### src/rtl/dac_sched_pkg.sv
// rtl/dac_sched_pkg.sv - shared FSM encoding and underrun counter definitions for dac_sample_scheduler
package dac_sched_pkg;

    localparam logic [1:0] ST_IDLE     = 2'd0;
    localparam logic [1:0] ST_PRIME    = 2'd1;
    localparam logic [1:0] ST_PLAY     = 2'd2;
    localparam logic [1:0] ST_UNDERRUN = 2'd3;

    localparam int UNDERRUN_W = 16;

    typedef logic [UNDERRUN_W-1:0] underrun_t;

    function automatic underrun_t sat_inc(input underrun_t v);
        return (v == {UNDERRUN_W{1'b1}}) ? v : v + underrun_t'(1);
    endfunction

endpackage

### src/rtl/sample_fifo.sv
// rtl/sample_fifo.sv - registered-output-free sample FIFO; a push is visible at the head one cycle later
module sample_fifo #(
    parameter int WIDTH = 10,
    parameter int DEPTH = 8
) (
    input  logic                       clk,
    input  logic                       rst,
    input  logic                       push,
    input  logic [WIDTH-1:0]           push_data,
    input  logic                       pop,
    output logic [WIDTH-1:0]           pop_data,
    output logic                       full,
    output logic                       empty,
    output logic [$clog2(DEPTH):0]     count
);
    localparam int AW = $clog2(DEPTH);
    localparam int CW = AW + 1;

    logic [WIDTH-1:0] mem_q [DEPTH];
    logic [AW-1:0]    wr_ptr_q, wr_ptr_d;
    logic [AW-1:0]    rd_ptr_q, rd_ptr_d;
    logic [CW-1:0]    count_q, count_d;
    logic             push_ok;
    logic             pop_ok;

    assign full     = (count_q == CW'(DEPTH));
    assign empty    = (count_q == '0);
    assign count    = count_q;
    assign pop_data = mem_q[rd_ptr_q];

    // A full FIFO refuses writes even when a pop frees a slot in the same cycle.
    assign push_ok = push && !full;
    assign pop_ok  = pop && !empty;

    always_comb begin
        wr_ptr_d = wr_ptr_q;
        rd_ptr_d = rd_ptr_q;
        count_d  = count_q + CW'(push_ok) - CW'(pop_ok);
        if (push_ok) begin
            wr_ptr_d = wr_ptr_q + AW'(1);
        end
        if (pop_ok) begin
            rd_ptr_d = rd_ptr_q + AW'(1);
        end
    end

    always_ff @(posedge clk) begin
        if (rst) begin
            wr_ptr_q <= '0;
            rd_ptr_q <= '0;
            count_q  <= '0;
        end else begin
            wr_ptr_q <= wr_ptr_d;
            rd_ptr_q <= rd_ptr_d;
            count_q  <= count_d;
        end
    end

    always_ff @(posedge clk) begin
        if (push_ok && !rst) begin
            mem_q[wr_ptr_q] <= push_data;
        end
    end

endmodule

### src/rtl/dac_sample_scheduler.sv
// rtl/dac_sample_scheduler.sv - buffers producer samples and releases one DAC code per PWM window
module dac_sample_scheduler
    import dac_sched_pkg::*;
#(
    parameter int CODE_WIDTH  = 10,
    parameter int DEPTH       = 8,
    parameter int PRIME_LEVEL = 4,
    parameter int IDLE_CODE   = 0
) (
    input  logic                        clk,
    input  logic                        rst,
    input  logic                        enable,
    input  logic                        mute,
    input  logic [CODE_WIDTH-1:0]       in_sample,
    input  logic                        in_valid,
    output logic                        in_ready,
    input  logic                        next_sample,
    output logic [CODE_WIDTH-1:0]       code,
    output logic [$clog2(DEPTH):0]      fill_level,
    output logic [UNDERRUN_W-1:0]       underrun_count,
    output logic [1:0]                  state_o
);
    localparam int                    FW     = $clog2(DEPTH) + 1;
    localparam logic [CODE_WIDTH-1:0] IDLE_C = CODE_WIDTH'(IDLE_CODE);

    logic [1:0]            state_q, state_d;
    logic [CODE_WIDTH-1:0] code_q, code_d;
    underrun_t             underrun_q, underrun_d;

    logic                  push;
    logic                  pop;
    logic                  full;
    logic                  empty;
    logic [CODE_WIDTH-1:0] head;
    logic [FW-1:0]         count;

    assign in_ready = !full && !rst;
    assign push     = in_valid && in_ready;

    sample_fifo #(
        .WIDTH (CODE_WIDTH),
        .DEPTH (DEPTH)
    ) u_fifo (
        .clk       (clk),
        .rst       (rst),
        .push      (push),
        .push_data (in_sample),
        .pop       (pop),
        .pop_data  (head),
        .full      (full),
        .empty     (empty),
        .count     (count)
    );

    always_comb begin
        state_d    = state_q;
        code_d     = code_q;
        underrun_d = underrun_q;
        pop        = 1'b0;
        if (!enable) begin
            state_d = ST_IDLE;
            code_d  = IDLE_C;
        end else begin
            case (state_q)
                ST_IDLE: begin
                    code_d  = IDLE_C;
                    state_d = ST_PRIME;
                end
                ST_PRIME: begin
                    if (count >= FW'(PRIME_LEVEL)) begin
                        state_d = ST_PLAY;
                    end
                end
                ST_PLAY: begin
                    // Code only moves on the window boundary so each PWM window is stable.
                    if (next_sample) begin
                        if (!empty) begin
                            pop    = 1'b1;
                            code_d = head;
                        end else begin
                            underrun_d = sat_inc(underrun_q);
                            state_d    = ST_UNDERRUN;
                        end
                    end
                end
                default: begin
                    state_d = ST_PRIME;
                end
            endcase
        end
    end

    always_ff @(posedge clk) begin
        if (rst) begin
            state_q    <= ST_IDLE;
            code_q     <= IDLE_C;
            underrun_q <= '0;
        end else begin
            state_q    <= state_d;
            code_q     <= code_d;
            underrun_q <= underrun_d;
        end
    end

    assign code           = mute ? '0 : code_q;
    assign fill_level     = count;
    assign underrun_count = underrun_q;
    assign state_o        = state_q;

endmodule

### config.mk
export PLATFORM = sky130hd
export DESIGN_NAME = dac_sample_scheduler
export DESIGN_NICKNAME = d
export VERILOG_FILES = /design/src/rtl/dac_sched_pkg.sv /design/src/rtl/sample_fifo.sv /design/src/rtl/dac_sample_scheduler.sv
export SDC_FILE = /design/constraint.sdc
export NUM_CORES = 1
export LEC_CHECK = 0
export BUFFER_PORTS_ARGS = -buffer_cell sky130_fd_sc_hd__buf_4
export CORE_ASPECT_RATIO = 0.75
export CORE_MARGIN = 2
export CORE_UTILIZATION = 58
export DETAILED_ROUTE_END_ITERATION = 10
export HOLD_SLACK_MARGIN = 0.03
export PLACE_DENSITY = 0.78
export SLEW_MARGIN = 20
export SYNTH_ARGS = -nofsm -noshare
export SYNTH_HDL_FRONTEND = slang
export SYNTH_SLANG_ARGS = --single-unit
### constraint.sdc
create_clock -name clk -period 2.6 [get_ports clk]
set_input_delay 0.52 -clock clk [delete_from_list [all_inputs] [get_ports clk]]
set_output_delay 0.52 -clock clk [all_outputs]
set_load 0.05 [all_outputs]
==> results.txt <==
- In this run the power density over the cells is 793 nW/um^2.
- Initial antenna violation count: 0
- During placement, the flow inserted port buffers numbering 48.
- Largest net degree at the start of global routing: 32
* Max-cap viol count: 0
- Residual antenna-violating net count after detailed routing: 0
- The HPWL after detailed placement is 6.04 mm.
- In this run the tightest slew margin relative to its limit is 52.1%.
* Setup crit start kind: register
- Synthesized instance count: between 300 and 400
- Count of final max-slew check failures: 0
- Starting density of the core: 59.2%
- The clock net in this run drives a total of approximately 120 sinks.
- Setup clock skew after layout: 0.0215 ns
* Area share of the largest cell type after synthesis: just under 50%
* Number of hold-slack violations in the final timing report: 0
- Net Count, Synth: about 370
- Slack of the critical path: around 0.14 ns
- Worst Path Arrival: 2.74 ns
- Share of cells above drive strength 1: 29.6%
- Required time of the critical path: between 2 and 3 ns
* Core footprint: 8380 um^2
* DR WL/cell: between 15 and 20 um
- Across every metal layer, demand over resource in global routing totals around a quarter.
- Count of flip-flops with a built-in enable after synthesis: 80
- For this run the aggregate overflow at the end of global routing stands at 0.
- Setup violations remaining at the end of the flow were counted as 0.
- After detailed routing, the total wire length is around 11 mm.
- Synth warnings: 0
- Pre-CTS setup slack: 0.121 ns
* Synth Area per Inst: ~14 um^2
- The mapped netlist covers roughly 5000 um^2.
* Clk_lat worst skew: between 0.4 and 0.5 ns
* Buffer depth of the longest clock path: 2
* Via Count: 3058
* Die extent in x: about 110 um
- Clock tree from TritonCTS: done
- Class of the worst hold path: input port to register
* Count leader, synth: edfxtp_1
- In the synthesized netlist the async set-or-reset flop fraction comes to 0%.
* Area growth from synthesis to layout: 23.4%
* Sequential element share of the synthesized area: 64.9%
- Maximum resistive drop on vdd: between 0.4 and 0.5 mV
- After synthesis the netlist holds a flip-flop and latch count of 121.
* Vias in the first global route: 3004
- Cts hold-fix bufs: 0
* Global-route wire length before repair: 16.3 mm
* CTS Root Buffer Type: clkbuf_16
- Static timing analysis puts the maximum clock frequency at 407 MHz.
* Slew at the pin closest to its max-slew limit: 0.715 ns
- Via-to-Cell Ratio: 5.74
- The commonest cells after synthesis are 80 x edfxtp_1, 41 x dfxtp_1, 33 x nor2_1.
* Minimum clock period: 2.46 ns
- Leading area contributor after synthesis: edfxtp_1
- Final hold slack: 0.348 ns
* First DRT Iteration DRCs: 411
- Deepest level of the CTS H-tree: 4
- CTS buffer count: 17
- Run status: finished clean
- Worst setup path category: register to register
- Placement row count: 29
- STA classifies the critical path endpoint as a register.
- Pin placement for this block handled around 50 I/O pins.
- The final critical path takes up 94.6% of the cycle.
* Predominant post-synthesis flop cell: edfxtp_1
- 1st-pass router iterations: 5
- The net count of the finished layout is 441.
- DIE HEIGHT: 84.1 um
- Die Area: 9330 um^2
- Maximum fanout count along the critical path: 4
- Summed over all cells, the static leakage comes to 2.19 nW.
- Post-CTS clock slew at the launch and capture registers of the worst setup and hold paths: 0.06 ns
- Number of diodes added for antenna fixing: 0
- At the end of routability-driven placement, the weighted congestion stood at 0.810.
- Number of distinct library cells after synthesis: 41
- Count of unresolved DRC violations after routing: 0
- Synth area leaders: edfxtp_1 48%, dfxtp_1 17%, mux4_2 9.1%
[report_power, final]
| group | internal, W | switching (W) |
|---|---|---|
| sequential | 0.00210 | 0.0000311 |
| combinational | 0.000152 | 0.000230 |
| clock | 0.00151 | 0.000840 |
[state kept, by name, summed over array words and instances (netlist names), named ones only]
signal,count
u_fifo.mem_q,80
underrun_count,16
code_q,10
u_fifo.count,4
u_fifo.rd_ptr_q,3
u_fifo.wr_ptr_q,3
state_o,2
[logic make-up (layout without fill, tap and decap cells)]
group	count (synthesis)	count (layout)	share of synthesized area [%]
compound gates	36	36	4.89
xor+xnor	16	16	2.82
fa+ha+maj	13	13	3.43
buf+inv	24	105	2.04
flops	121	121	64.9
mux	33	33	11.8
simple gates	101	101	10.1
[layer usage]
metal / track usage (%) / share of wire (%)
met1: 32.2 / 43
met2: 37.4 / 49
met3: 5.63 / 6.3
met4: 9.09 / 1.3
met5: 0 / 0
[metrics by stage]
step / cells / area, um^2 / utilization (%) / TNS, ns / power, W
after floorplan: 344 / 4980 / - / 0 / 0.00239
after global placement: 500 / 5510 / 65.7 / 0 / 0.00250
after detailed placement: 500 / 5510 / 65.7 / 0 / 0.00252
after CTS: 532 / 6110 / 72.9 / 0 / 0.00486
after global routing: 533 / 6130 / 73.1 / -0.0195 / 0.00501
final: 533 / 6130 / 73.1 / 0 / 0.00486
[cell type report]
class | count | area [um^2]
clock buffer | 17 | 425
clock inverter | 15 | 178
fill | 493 | 2250
inverter | 12 | 45.0
multi-input combinational | 199 | 1660
sequential | 121 | 3230
tap | 108 | 135
timing repair buffer | 61 | 458
[final timing paths]
path	start	end	slack, ns	cells past startpoint
worst max-delay path	u_fifo.count[2]$_SDFF_PP0_	u_fifo.count[2]$_SDFF_PP0_	0.14	13
worst min-delay path	in_sample[8]	u_fifo.mem_q[7][8]$_DFFE_PP_	0.35	1
worst max register to register	u_fifo.count[2]$_SDFF_PP0_	u_fifo.count[2]$_SDFF_PP0_	0.14	13
worst min register to register	code_q[6]$_SDFFE_PP0P_	code_q[6]$_SDFFE_PP0P_	0.44	2
[worst max-delay path: stages, from the launching register on]
cell and delay, ns:
dfxtp_2 0.31, inv_1 0.10, ha_1 0.23, nor3b_4 0.27, nor2_2 0.11, nand2_1 0.14, inv_1 0.06, ha_1 0.26
inv_1 0.06, ha_1 0.16, inv_1 0.06, fa_1 0.37, xor2_1 0.15, nor2_1 0.06
[repair_timing]
item	in CTS	in global routing
endpoints found under the setup margin	0	3
gates resized for setup	0	3
buffers inserted	0	1
[layout by cell type, fill, tap and decap left out, drive strengths merged, types with 2 or more instances in the layout]
cell / synthesis / layout
o21ai: 15 / 15
a21oi: 7 / 7
and4: 2 / 2
dfxtp: 41 / 41
or3: 4 / 4
clkinv: 0 / 10
nand2b: 6 / 6
mux4: 20 / 20
mux2i: 12 / 12
inv: 12 / 13
nor3: 6 / 6
ha: 12 / 12
bufinv: 0 / 3
xor2: 15 / 15
o211ai: 5 / 5
edfxtp: 80 / 80
nand4: 2 / 2
o21a: 2 / 2
o2111ai: 3 / 3
nor2: 34 / 34
buf: 6 / 61
nand3: 8 / 8
clkbuf: 6 / 17
nand2: 21 / 21
and3: 2 / 2
nor2b: 13 / 13
Note: power is estimated with default switching activity, not from simulation.
